## src/rtl/ula_pkg.sv

```systemverilog
// Shared definitions for the ULA controller: opcode map, IR field layout and FSM states.
package ula_pkg;

  localparam int REG_W    = 8;
  localparam int IDX_W    = 2;
  localparam int NREG_DEF = 4;

  localparam logic [3:0] OP_NOP = 4'b0000;
  localparam logic [3:0] OP_LDI = 4'b0001;
  localparam logic [3:0] OP_NOT = 4'b1000;
  localparam logic [3:0] OP_AND = 4'b1001;
  localparam logic [3:0] OP_OR  = 4'b1010;
  localparam logic [3:0] OP_XOR = 4'b1011;
  localparam logic [3:0] OP_ADD = 4'b1100;
  localparam logic [3:0] OP_SUB = 4'b1101;
  localparam logic [3:0] OP_SLR = 4'b1110;
  localparam logic [3:0] OP_SRR = 4'b1111;

  localparam int IR_OP_MSB = 7;
  localparam int IR_OP_LSB = 4;
  localparam int IR_RA_MSB = 3;
  localparam int IR_RA_LSB = 2;
  localparam int IR_RB_MSB = 1;
  localparam int IR_RB_LSB = 0;

  typedef enum logic [2:0] {
    ST_IDLE,
    ST_IMM,
    ST_EXEC,
    ST_WB,
    ST_HALT
  } state_t;

  // Every opcode with the top bit set belongs to the ALU class.
  function automatic logic is_alu_op(input logic [3:0] op);
    return op[3];
  endfunction

  function automatic logic is_illegal_op(input logic [3:0] op);
    return !op[3] && (op[2:1] != 2'b00);
  endfunction

endpackage

```

## src/rtl/ula_regfile.sv

```systemverilog
// 4x8 register file: two operand read ports, one debug read port, one synchronous write port.
module ula_regfile
  import ula_pkg::*;
#(
  parameter int NREG = NREG_DEF
) (
  input  logic             clk,
  input  logic             rst_n,
  input  logic             we,
  input  logic [IDX_W-1:0] waddr,
  input  logic [REG_W-1:0] wdata,
  input  logic [IDX_W-1:0] ra_addr,
  input  logic [IDX_W-1:0] rb_addr,
  input  logic [IDX_W-1:0] dbg_addr,
  output logic [REG_W-1:0] ra_data,
  output logic [REG_W-1:0] rb_data,
  output logic [REG_W-1:0] dbg_data
);

  logic [REG_W-1:0] regs [NREG];

  genvar gi;
  generate
    for (gi = 0; gi < NREG; gi++) begin : g_reg
      always_ff @(posedge clk or negedge rst_n) begin
        if (!rst_n) begin
          regs[gi] <= '0;
        end else if (we && (waddr == IDX_W'(gi))) begin
          regs[gi] <= wdata;
        end
      end
    end
  endgenerate

  // Reads are combinational, so a same-cycle write is seen only from the next cycle.
  assign ra_data  = regs[ra_addr];
  assign rb_data  = regs[rb_addr];
  assign dbg_data = regs[dbg_addr];

endmodule

```

## src/rtl/ula_ctrl.sv

```systemverilog
// Instruction sequencer for an external ULA. Define ULA_CTRL_ILLEGAL_TRAP_EN to trap
// illegal opcodes into HALT with a sticky err flag; otherwise they execute as NOP.
module ula_ctrl
  import ula_pkg::*;
#(
  parameter int NREG = NREG_DEF
) (
  input  logic             clk,
  input  logic             rst_n,
  input  logic             instr_valid,
  input  logic [7:0]       instr,
  output logic             instr_ready,
  output logic [3:0]       alu_op,
  output logic [REG_W-1:0] alu_a,
  output logic [REG_W-1:0] alu_b,
  input  logic [REG_W-1:0] alu_result,
  input  logic             alu_carry,
  output logic             busy,
  output logic             carry_flag,
  output logic             err,
  input  logic [IDX_W-1:0] dbg_sel,
  output logic [REG_W-1:0] dbg_data
);

  state_t           state_reg;
  logic [7:0]       ir_reg;
  logic             carry_flag_reg;
  logic             busy_reg;
  logic             ready_reg;
  logic             err_reg;

  logic [3:0]       ir_op;
  logic [IDX_W-1:0] ir_ra;
  logic [IDX_W-1:0] ir_rb;
  logic [3:0]       in_op;
  logic             transfer;
  logic             alu_active;
  logic             rf_we;
  logic [REG_W-1:0] rf_wdata;
  logic [REG_W-1:0] ra_data;
  logic [REG_W-1:0] rb_data;

  assign ir_op      = ir_reg[IR_OP_MSB:IR_OP_LSB];
  assign ir_ra      = ir_reg[IR_RA_MSB:IR_RA_LSB];
  assign ir_rb      = ir_reg[IR_RB_MSB:IR_RB_LSB];
  assign in_op      = instr[IR_OP_MSB:IR_OP_LSB];
  assign transfer   = instr_valid && ready_reg;
  assign alu_active = (state_reg == ST_EXEC) || (state_reg == ST_WB);

  assign rf_we    = ((state_reg == ST_IMM) && transfer) || (state_reg == ST_WB);
  assign rf_wdata = (state_reg == ST_WB) ? alu_result : instr;

  ula_regfile #(.NREG(NREG)) u_regfile (
    .clk      (clk),
    .rst_n    (rst_n),
    .we       (rf_we),
    .waddr    (ir_ra),
    .wdata    (rf_wdata),
    .ra_addr  (ir_ra),
    .rb_addr  (ir_rb),
    .dbg_addr (dbg_sel),
    .ra_data  (ra_data),
    .rb_data  (rb_data),
    .dbg_data (dbg_data)
  );

  always_ff @(posedge clk or negedge rst_n) begin
    if (!rst_n) begin
      state_reg      <= ST_IDLE;
      ir_reg         <= '0;
      carry_flag_reg <= 1'b0;
      busy_reg       <= 1'b0;
      ready_reg      <= 1'b0;
      err_reg        <= 1'b0;
    end else begin
      case (state_reg)
        ST_IDLE: begin
          ready_reg <= 1'b1;
          if (transfer) begin
            ir_reg <= instr;
            if (is_alu_op(in_op)) begin
              state_reg <= ST_EXEC;
              busy_reg  <= 1'b1;
              ready_reg <= 1'b0;
            end else if (in_op == OP_LDI) begin
              state_reg <= ST_IMM;
              busy_reg  <= 1'b1;
            end else if (is_illegal_op(in_op)) begin
`ifdef ULA_CTRL_ILLEGAL_TRAP_EN
              state_reg <= ST_HALT;
              busy_reg  <= 1'b1;
              ready_reg <= 1'b0;
              err_reg   <= 1'b1;
`endif
            end
          end
        end
        ST_IMM: begin
          if (transfer) begin
            state_reg <= ST_IDLE;
            busy_reg  <= 1'b0;
          end
        end
        ST_EXEC: begin
          state_reg <= ST_WB;
        end
        ST_WB: begin
          carry_flag_reg <= alu_carry;
          state_reg      <= ST_IDLE;
          busy_reg       <= 1'b0;
          ready_reg      <= 1'b1;
        end
        ST_HALT: begin
          busy_reg  <= 1'b1;
          ready_reg <= 1'b0;
        end
        default: begin
          state_reg <= ST_IDLE;
          busy_reg  <= 1'b0;
          ready_reg <= 1'b0;
        end
      endcase
    end
  end

  // Operand buses are quiet outside EXEC/WB so the ULA sees a NOP on 0,0.
  assign alu_op      = alu_active ? ir_op : OP_NOP;
  assign alu_a       = alu_active ? ra_data : '0;
  assign alu_b       = alu_active ? rb_data : '0;
  assign instr_ready = ready_reg;
  assign busy        = busy_reg;
  assign carry_flag  = carry_flag_reg;

`ifdef ULA_CTRL_ILLEGAL_TRAP_EN
  assign err = err_reg;
`else
  assign err = 1'b0;
`endif

endmodule

```

## config.mk

```make
export PLATFORM = sky130hd
export DESIGN_NAME = ula_ctrl
export DESIGN_NICKNAME = d
export VERILOG_FILES = /design/src/rtl/ula_pkg.sv /design/src/rtl/ula_regfile.sv /design/src/rtl/ula_ctrl.sv
export SDC_FILE = /design/constraint.sdc
export NUM_CORES = 1
export LEC_CHECK = 0
export ABC_AREA = 1
export BUFFER_PORTS_ARGS = -buffer_cell sky130_fd_sc_hd__buf_2
export CORE_ASPECT_RATIO = 1.25
export CORE_MARGIN = 2
export CORE_UTILIZATION = 40
export CTS_BUF_LIST = sky130_fd_sc_hd__clkbuf_8
export CTS_CLUSTER_DIAMETER = 120
export CTS_CLUSTER_SIZE = 16
export DETAILED_ROUTE_END_ITERATION = 8
export PLACE_DENSITY = 0.72
export REMOVE_ABC_BUFFERS = 1
export SYNTH_ARGS = -nofsm -noshare
export SYNTH_HDL_FRONTEND = slang
export SYNTH_SLANG_ARGS = --single-unit
```

## constraint.sdc

```tcl
create_clock -name clk -period 3.9 [get_ports clk]
set_clock_uncertainty 0.2 [all_clocks]
set_input_delay 0.585 -clock clk [delete_from_list [all_inputs] [get_ports clk]]
set_output_delay 0.585 -clock clk [all_outputs]
set_load 0.02 [all_outputs]
```

==> results of run 1 <==
power by group through the flow:
stage               Clock (mW)  Combinational, mW  Sequential, mW
finish                   0.369               1.36           0.882
global route             0.396               1.52           0.912
CTS                      0.375               1.36           0.878
detailed placement           0               1.36           0.885
global placement             0               1.33           0.879
floorplan                    0              0.972           0.851
final cells by class:
class                           instances  area [um2]  area share, %
Inverter                               35       132.6          4.208
Tap cell                               87       108.9          3.454
Timing Repair Buffer                   53       267.8          8.495
Clock buffer                            6       82.58          2.620
Sequential cell                        45        1126          35.73
Clock inverter                          2       37.54          1.191
Multi-Input combinational cell        270        1396          44.30
layout by cell type (no fill, tap or decap), drive strengths merged:
| master | n |
|---|---|
| a21oi | 24 |
| buf | 53 |
| bufinv | 1 |
| clkbuf | 6 |
| clkinv | 2 |
| clkinvlp | 1 |
| conb | 1 |
| dfrtp | 45 |
| ha | 4 |
| inv | 33 |
| nand2 | 86 |
| nand3 | 3 |
| nand4 | 1 |
| nor2 | 43 |
| nor3 | 1 |
| o211ai | 16 |
| o21ai | 83 |
| o22ai | 1 |
| or2 | 7 |
logic make-up (layout without fill, tap and decap cells):
kind of cell | Yosys count | in the layout | synth area share [%]
and+or+nand+nor | 141 | 141 | 21.75
other | 1 | 1 | 0.1355
AOI/OAI and AO/OA | 124 | 124 | 26.76
adders and majority gates | 4 | 4 | 1.808
DFF | 45 | 45 | 40.69
buffers and inverters | 53 | 96 | 8.860
worst max-delay path, stage by stage (launching register included):
cell and delay [ns]:
dfrtp_1 0.73, inv_1 0.40, nand2_1 0.14, o211ai_1 0.10, a21oi_1 0.16, buf_2 0.18
routing by layer:
layer | share of wire [%] | vias to the layer above | GRT usage (%)
li1 | - | 1292 | -
met4 | 2.8 | 0 | 7.692
met1 | 42 | 1222 | 26.14
met2 | 49 | 107 | 33.42
met3 | 6.2 | 21 | 3.172
met5 | 0 | - | 0
through the flow:
stage	cells	total power, mW	setup WS, ns	hold slack [ns]
6_report	498	2.606	1.085	0.2516
3_5_place_dp	490	2.243	1.431	0.2571
4_1_cts	498	2.617	1.086	0.2810
2_1_floorplan	350	1.822	1.492	0.08941
5_1_grt	498	2.827	0.9425	0.2909
3_3_place_gp	490	2.212	1.486	0.2543
worst min-delay path by stage:
stage | startpoint | to | slack [ns] | depth (start not counted)
after CTS | carry_flag$_DFFE_PN0P_ | carry_flag$_DFFE_PN0P_ | 0.28 | 2
after global placement | busy$_DFFE_PN0P_ | busy$_DFFE_PN0P_ | 0.25 | 2
after detailed placement | carry_flag$_DFFE_PN0P_ | carry_flag$_DFFE_PN0P_ | 0.26 | 2
after floorplan | rst_n | busy$_DFFE_PN0P_ | 0.09 | 0
final | rst_n | u_regfile.regs[21]$_DFFE_PN0P_ | 0.25 | 1
after global routing | alu_carry | carry_flag$_DFFE_PN0P_ | 0.29 | 3
==> impl_metrics.prom, run 1 <==
# TYPE chip_impl_metric gauge
chip_impl_info{name="status",value="completed"} 1
chip_impl_metric{name="final_hold_viol_count",unit=""} 0
chip_impl_metric{name="timing.critical_path.fanout_max",unit=""} 19
chip_impl_metric{name="grt.total_usage",unit="%"} 20.10
chip_impl_metric{name="r2r_cells",unit=""} 6
chip_impl_metric{name="placed_area",unit="um2"} 3032
chip_impl_metric{name="routedWlPerCell",unit="um"} 14.67
chip_impl_metric{name="fin_nets",unit=""} 436
chip_impl_metric{name="post-route-drc-count",unit=""} 0
chip_impl_metric{name="cts_buffers",unit=""} 5
chip_impl_metric{name="design.portCount",unit=""} 54
chip_impl_metric{name="number_of_flip_flops_in_the_largest_register",unit=""} 32
chip_impl_metric{name="post_synth_instance_area",unit="um2"} 2768
chip_impl_metric{name="clock.fmax",unit="GHz"} 0.3552
chip_impl_metric{name="drive_gt1_share",unit="%"} 25.55
chip_impl_metric{name="initialDrtViolationCount",unit=""} 274
chip_impl_metric{name="power.clock.fraction",unit="%"} 14.2
chip_impl_metric{name="cts_setup_buffers",unit=""} 0
chip_impl_info{name="synthMostInstantiatedCell",value="nand2_1"} 1
chip_impl_metric{name="dp.final_hpwl",unit="um"} 5085
chip_impl_metric{name="setup.reg_to_reg.worst_slack",unit="ns"} 1.67
chip_impl_metric{name="ctsLongestPathBuffers",unit=""} 2
chip_impl_info{name="yosysTopAreaCell",value="dfrtp_1"} 1
chip_impl_metric{name="grt_antenna_before_repair",unit=""} 0
chip_impl_metric{name="vias",unit=""} 2642
chip_impl_info{name="worst_hold_check_path_type",value="input port to async pin"} 1
chip_impl_info{name="clock_tree_from_tritoncts",value="yes"} 1
chip_impl_metric{name="finish.utilization",unit="%"} 47.41
chip_impl_metric{name="grt_pass1_vias",unit=""} 2547
chip_impl_info{name="critical_path.startpoint",value="ir_reg[0]$_DFFE_PN0P_"} 1
chip_impl_info{name="path_class",value="flop to output pin"} 1
chip_impl_metric{name="coreArea",unit="um2"} 6648
chip_impl_metric{name="transition_time_at_the_pin_with_the_least_slew_margin",unit="ns"} 1.018
chip_impl_info{name="clockRootBuffer",value="clkbuf_8"} 1
chip_impl_metric{name="final_period_minus_worst_setup_slack",unit="ns"} 2.815
chip_impl_metric{name="synth.yosys.seq_area_share",unit="%"} 40.69
chip_impl_metric{name="syn-mean-instance-area",unit="um2"} 7.521
chip_impl_metric{name="synth_cell_type_count",unit=""} 27
chip_impl_metric{name="portBuffers",unit=""} 52
chip_impl_info{name="timing.critical_path.from_type",value="flop"} 1
chip_impl_metric{name="worst_setup_hold_path_clk_slew",unit="ns"} 0.09
chip_impl_metric{name="cap_violations",unit=""} 0
chip_impl_metric{name="starting_density",unit="%"} 41.63
chip_impl_metric{name="die_height",unit="um"} 97
chip_impl_metric{name="power.internal",unit="mW"} 1.336
chip_impl_info{name="worst_setup_endpoint",value="alu_b[5]"} 1
chip_impl_info{name="timing.rr.start",value="state_reg[0]$_DFFE_PN0P_"} 1
chip_impl_metric{name="setup_total_negative_slack",unit="ns"} 0
chip_impl_info{name="netlist_top_cells_area",value="dfrtp_1, nand2_1, o21ai_2"} 1
chip_impl_metric{name="timing.final.setup_violations",unit=""} 0
chip_impl_metric{name="post_drt_via_cell_ratio",unit=""} 5.305
chip_impl_metric{name="crit_required",unit="ns"} 3.12
chip_impl_metric{name="postCtsResizedCells",unit=""} 0
chip_impl_metric{name="synth_async_sr_flop_share",unit="%"} 100.0
chip_impl_metric{name="design.die.area",unit="um2"} 7605
chip_impl_metric{name="synth-edff-count",unit=""} 0
chip_impl_metric{name="grt_first_pass_wirelength",unit="um"} 12100
chip_impl_metric{name="netlist_instances",unit=""} 368
chip_impl_metric{name="finalCritPeriodShare",unit="%"} 72.18
chip_impl_metric{name="area.growth.synth_to_final",unit="%"} 13.88
chip_impl_metric{name="worst_slew_margin_rel",unit="%"} 32.12
chip_impl_metric{name="sequentialPowerShare",unit="%"} 33.8
chip_impl_metric{name="postRouteAntennaNets",unit=""} 0
chip_impl_metric{name="vdd_ir_drop_max",unit="mV"} 0.5273
chip_impl_metric{name="power.switching",unit="mW"} 1.270
chip_impl_info{name="ys.flop_type",value="dfrtp_1"} 1
chip_impl_info{name="post_synth_most_frequent_cells",value="nand2_1, dfrtp_1, nor2_1, o21ai_0, inv_1"} 1
chip_impl_metric{name="num_antenna_cells",unit=""} 0
chip_impl_metric{name="drt_pre_antenna_iters",unit=""} 5
chip_impl_metric{name="yosysWarningCount",unit=""} 0
chip_impl_metric{name="cts.sinks",unit=""} 45
chip_impl_metric{name="gr-total-overflow",unit=""} 0
chip_impl_metric{name="gp_congestion",unit=""} 0.8593
chip_impl_metric{name="grt_max_degree",unit=""} 46
chip_impl_metric{name="cp_data_arrival_time",unit="ns"} 2.03
chip_impl_metric{name="layout.filler_cells",unit=""} 665
chip_impl_metric{name="wl",unit="um"} 7306
chip_impl_metric{name="synth_seq_cells",unit=""} 45
chip_impl_metric{name="clk-insertion-delay-late",unit="ns"} 0.31
chip_impl_metric{name="cts.hold.buffers_added",unit=""} 0
chip_impl_metric{name="yosys_top_cell_area_share",unit="%"} 40.69
chip_impl_metric{name="rows",unit=""} 33
chip_impl_metric{name="finalInstanceArea",unit="um2"} 3152
chip_impl_info{name="r2r_end",value="u_regfile.regs[30]$_DFFE_PN0P_"} 1
chip_impl_metric{name="dieWidth",unit="um"} 78.40
chip_impl_info{name="rsz_0062_raised_after_global_routing",value="false"} 1
chip_impl_metric{name="power.share.switching",unit="%"} 48.73
chip_impl_metric{name="cellPowerDensity",unit="nW/um2"} 827.0
chip_impl_info{name="timing.critical_path.to_type",value="output pin"} 1
chip_impl_metric{name="power.share.combinational",unit="%"} 52.0
chip_impl_metric{name="clock_tree.htree_level_count",unit=""} 2
chip_impl_metric{name="final-max-slew-violation-count",unit=""} 0
chip_impl_metric{name="cellLeakagePower",unit="nW"} 1.545
No activity file was read; power rests on OpenSTA's default activity.
==> run 2, diff against run 1 <==
--- a/config.mk
+++ b/config.mk
@@ -14,7 +14,7 @@
 export CTS_CLUSTER_DIAMETER = 120
 export CTS_CLUSTER_SIZE = 16
 export DETAILED_ROUTE_END_ITERATION = 8
-export PLACE_DENSITY = 0.72
+export PLACE_DENSITY = 0.74
 export REMOVE_ABC_BUFFERS = 1
 export SYNTH_ARGS = -nofsm -noshare
 export SYNTH_HDL_FRONTEND = slang
==> constraint.sdc (replaced) <==
create_clock -name clk -period 2.4 [get_ports clk]
set_clock_uncertainty 0.2 [all_clocks]
set_input_delay 0.36 -clock clk [delete_from_list [all_inputs] [get_ports clk]]
set_output_delay 0.36 -clock clk [all_outputs]
set_load 0.02 [all_outputs]
==> impl_metrics.prom, run 2 (synthesis gave the netlist of run 1 again) <==
# TYPE chip_impl_metric gauge
chip_impl_info{name="clock_tree_from_tritoncts",value="yes"} 1
chip_impl_metric{name="clock_tree.htree_level_count",unit=""} 2
chip_impl_metric{name="crit_required",unit="ns"} 1.84
chip_impl_info{name="layout.cells.most_common",value="nand2_1"} 1
chip_impl_metric{name="transition_time_at_the_pin_with_the_least_slew_margin",unit="ns"} 0.5834
chip_impl_metric{name="grt.total_usage",unit="%"} 19.77
chip_impl_metric{name="area.growth.synth_to_final",unit="%"} 14.01
chip_impl_metric{name="cp_data_arrival_time",unit="ns"} 1.72
chip_impl_metric{name="cts_setup_buffers",unit=""} 0
chip_impl_metric{name="design.portCount",unit=""} 54
chip_impl_metric{name="rows",unit=""} 33
chip_impl_metric{name="final_hold_viol_count",unit=""} 0
chip_impl_metric{name="gr-total-overflow",unit=""} 0
chip_impl_metric{name="cts.sinks",unit=""} 45
chip_impl_metric{name="grt_pass1_vias",unit=""} 2437
chip_impl_metric{name="cellPowerDensity",unit="nW/um2"} 1305
chip_impl_metric{name="place.detailed.instances",unit=""} 495
chip_impl_info{name="timing.critical_path.from_type",value="flop"} 1
chip_impl_metric{name="coreArea",unit="um2"} 6648
chip_impl_metric{name="finish.utilization",unit="%"} 47.47
chip_impl_metric{name="dieWidth",unit="um"} 78.40
chip_impl_metric{name="final_cells",unit=""} 502
chip_impl_metric{name="multi_input_area",unit="um2"} 1399
chip_impl_metric{name="grt_use_met3",unit="%"} 3.358
chip_impl_metric{name="postRouteAntennaNets",unit=""} 0
chip_impl_metric{name="grt_first_pass_wirelength",unit="um"} 11870
chip_impl_metric{name="power.share.switching",unit="%"} 50.03
chip_impl_metric{name="vias",unit=""} 2637
chip_impl_metric{name="die_height",unit="um"} 97
chip_impl_metric{name="dp.final_hpwl",unit="um"} 5000
chip_impl_metric{name="groute.layer.met2.usage",unit="%"} 32.03
chip_impl_metric{name="timing.final.setup_violations",unit=""} 0
chip_impl_metric{name="cts_buffers",unit=""} 5
chip_impl_metric{name="post-route-drc-count",unit=""} 0
chip_impl_metric{name="wl",unit="um"} 7145
chip_impl_metric{name="routedWlPerCell",unit="um"} 14.23
chip_impl_metric{name="power.share.combinational",unit="%"} 56.2
chip_impl_metric{name="drt_pre_antenna_iters",unit=""} 5
chip_impl_metric{name="grt_antenna_before_repair",unit=""} 0
chip_impl_metric{name="final_period_minus_worst_setup_slack",unit="ns"} 2.285
chip_impl_metric{name="vdd_ir_drop_max",unit="mV"} 0.7920
chip_impl_metric{name="sequentialPowerShare",unit="%"} 33.4
chip_impl_metric{name="gp_congestion",unit=""} 0.8383
chip_impl_metric{name="timing.critical_path.fanout_max",unit=""} 20
chip_impl_metric{name="power.switching",unit="mW"} 2.060
chip_impl_metric{name="ctsLongestPathBuffers",unit=""} 2
chip_impl_metric{name="worst_slew_margin_rel",unit="%"} 61.00
chip_impl_metric{name="num_antenna_cells",unit=""} 0
chip_impl_metric{name="clk-insertion-delay-late",unit="ns"} 0.29
chip_impl_metric{name="power.internal",unit="mW"} 2.058
chip_impl_info{name="status",value="completed"} 1
chip_impl_metric{name="design.die.area",unit="um2"} 7605
chip_impl_metric{name="setup_total_negative_slack",unit="ns"} 0
chip_impl_metric{name="drive_gt1_share",unit="%"} 26.27
chip_impl_info{name="globalRoute.busiestLayer",value="met2"} 1
chip_impl_metric{name="clock.fmax",unit="GHz"} 0.4377
chip_impl_metric{name="layout.filler_cells",unit=""} 680
chip_impl_metric{name="fin_nets",unit=""} 442
chip_impl_info{name="worst_hold_check_path_type",value="input port to flop"} 1
chip_impl_metric{name="met1_usage",unit="%"} 27.29
chip_impl_info{name="rsz_0062_raised_after_global_routing",value="false"} 1
chip_impl_metric{name="number_of_flip_flops_in_the_largest_register",unit=""} 32
chip_impl_metric{name="post_drt_via_cell_ratio",unit=""} 5.253
chip_impl_metric{name="final-max-slew-violation-count",unit=""} 0
chip_impl_metric{name="worst_setup_hold_path_clk_slew",unit="ns"} 0.07
chip_impl_metric{name="portBuffers",unit=""} 52
chip_impl_metric{name="regArea",unit="um2"} 1126
chip_impl_info{name="path_class",value="flop to output pin"} 1
chip_impl_info{name="clockRootBuffer",value="clkbuf_8"} 1
chip_impl_info{name="timing.critical_path.to_type",value="output pin"} 1
chip_impl_metric{name="grt_max_degree",unit=""} 46
chip_impl_metric{name="cap_violations",unit=""} 0
chip_impl_metric{name="finalCritPeriodShare",unit="%"} 95.20
chip_impl_metric{name="power.clock.fraction",unit="%"} 10.4
chip_impl_metric{name="initialDrtViolationCount",unit=""} 260
chip_impl_metric{name="cellLeakagePower",unit="nW"} 1.553
chip_impl_metric{name="starting_density",unit="%"} 41.63
chip_impl_info{name="final_cell_mix",value="nand2_1, buf_2, dfrtp_1"} 1
==> run 2: changes by cell type in the layout (fill, tap and decap cells not counted), sizes merged <==
| cell | delta |
|---|---|
| buf | +5 |
| bufinv | -1 |
| clkbuf | -1 |
| clkinv | +1 |
| clkinvlp | -1 |
| dlygate4sd3 | +1 |
==> run 2: critical path, stage by stage, from the launching register on <==
cell     delay, ns
dfrtp_1       0.44
inv_1         0.11
ha_1          0.23
nor2_1        0.06
buf_4         0.22
a21oi_1       0.18
buf_2         0.19
==> run 2: per-stage QoR <==
| step | power [mW] | hold WS (ns) | worst slack (ns) | area (um2) |
|---|---|---|---|---|
| final | 4.118 | 0.08546 | 0.1152 | 3156 |
| after detailed placement | 3.685 | 0.2597 | 0.4272 | 3069 |
| after floorplan | 2.961 | -0.1356 | 0.2167 | 2655 |
| after global routing | 4.488 | 0.09393 | 0.01596 | 3156 |
| after global placement | 3.609 | 0.2615 | 0.4951 | 3069 |
| after CTS | 4.121 | 0.07301 | 0.08843 | 3153 |
==> run 2: metal layers <==
| metal | wire, um | up-vias | share of wire (%) |
|---|---|---|---|
| li1 | - | 1312 | - |
| met1 | 3213 | 1207 | 45 |
| met2 | 3333 | 107 | 47 |
| met3 | 510 | 11 | 7.1 |
| met4 | 88 | 0 | 1.2 |
| met5 | 0 | - | 0 |
==> run 2: power by group through the flow <==
stage               registers (mW)  clock network [mW]  logic, mW
floorplan                     1.38                   0       1.58
global placement              1.36                   0       2.25
detailed placement            1.38                   0       2.31
CTS                           1.37               0.442       2.31
global route                  1.42               0.476       2.60
finish                        1.38               0.428       2.31
==> run 2: cell type report <==
class                           count  share of cell area [%]
Clock buffer                        5                   2.181
Inverter                           35                   4.203
Tap cell                           87                   3.450
Sequential cell                    45                   35.69
Timing Repair Buffer               59                   9.992
Clock inverter                      1                  0.1586
Multi-Input combinational cell    270                   44.33
==> run 2: path summary, 6_finish.rpt <==
check | cells after the start | to | slack, ns | from
max | 6 | alu_b[4] | 0.12 | state_reg[0]$_DFFE_PN0P_
min | 3 | carry_flag$_DFFE_PN0P_ | 0.09 | alu_carry
max reg2reg | 5 | ir_reg[0]$_DFFE_PN0P_ | 0.49 | state_reg[0]$_DFFE_PN0P_
min reg2reg | 2 | carry_flag$_DFFE_PN0P_ | 0.28 | carry_flag$_DFFE_PN0P_
max in group asynchronous | 3 | busy$_DFFE_PN0P_ | 1.13 | rst_n
min in group asynchronous | 3 | u_regfile.regs[5]$_DFFE_PN0P_ | 0.48 | rst_n
==> run 2: repair_timing <==
action                                  CTS  global route
hold buffers                              1             0
endpoints found under the setup margin    0             1
endpoints found under the hold margin    45             0
gates resized for setup                   0             1
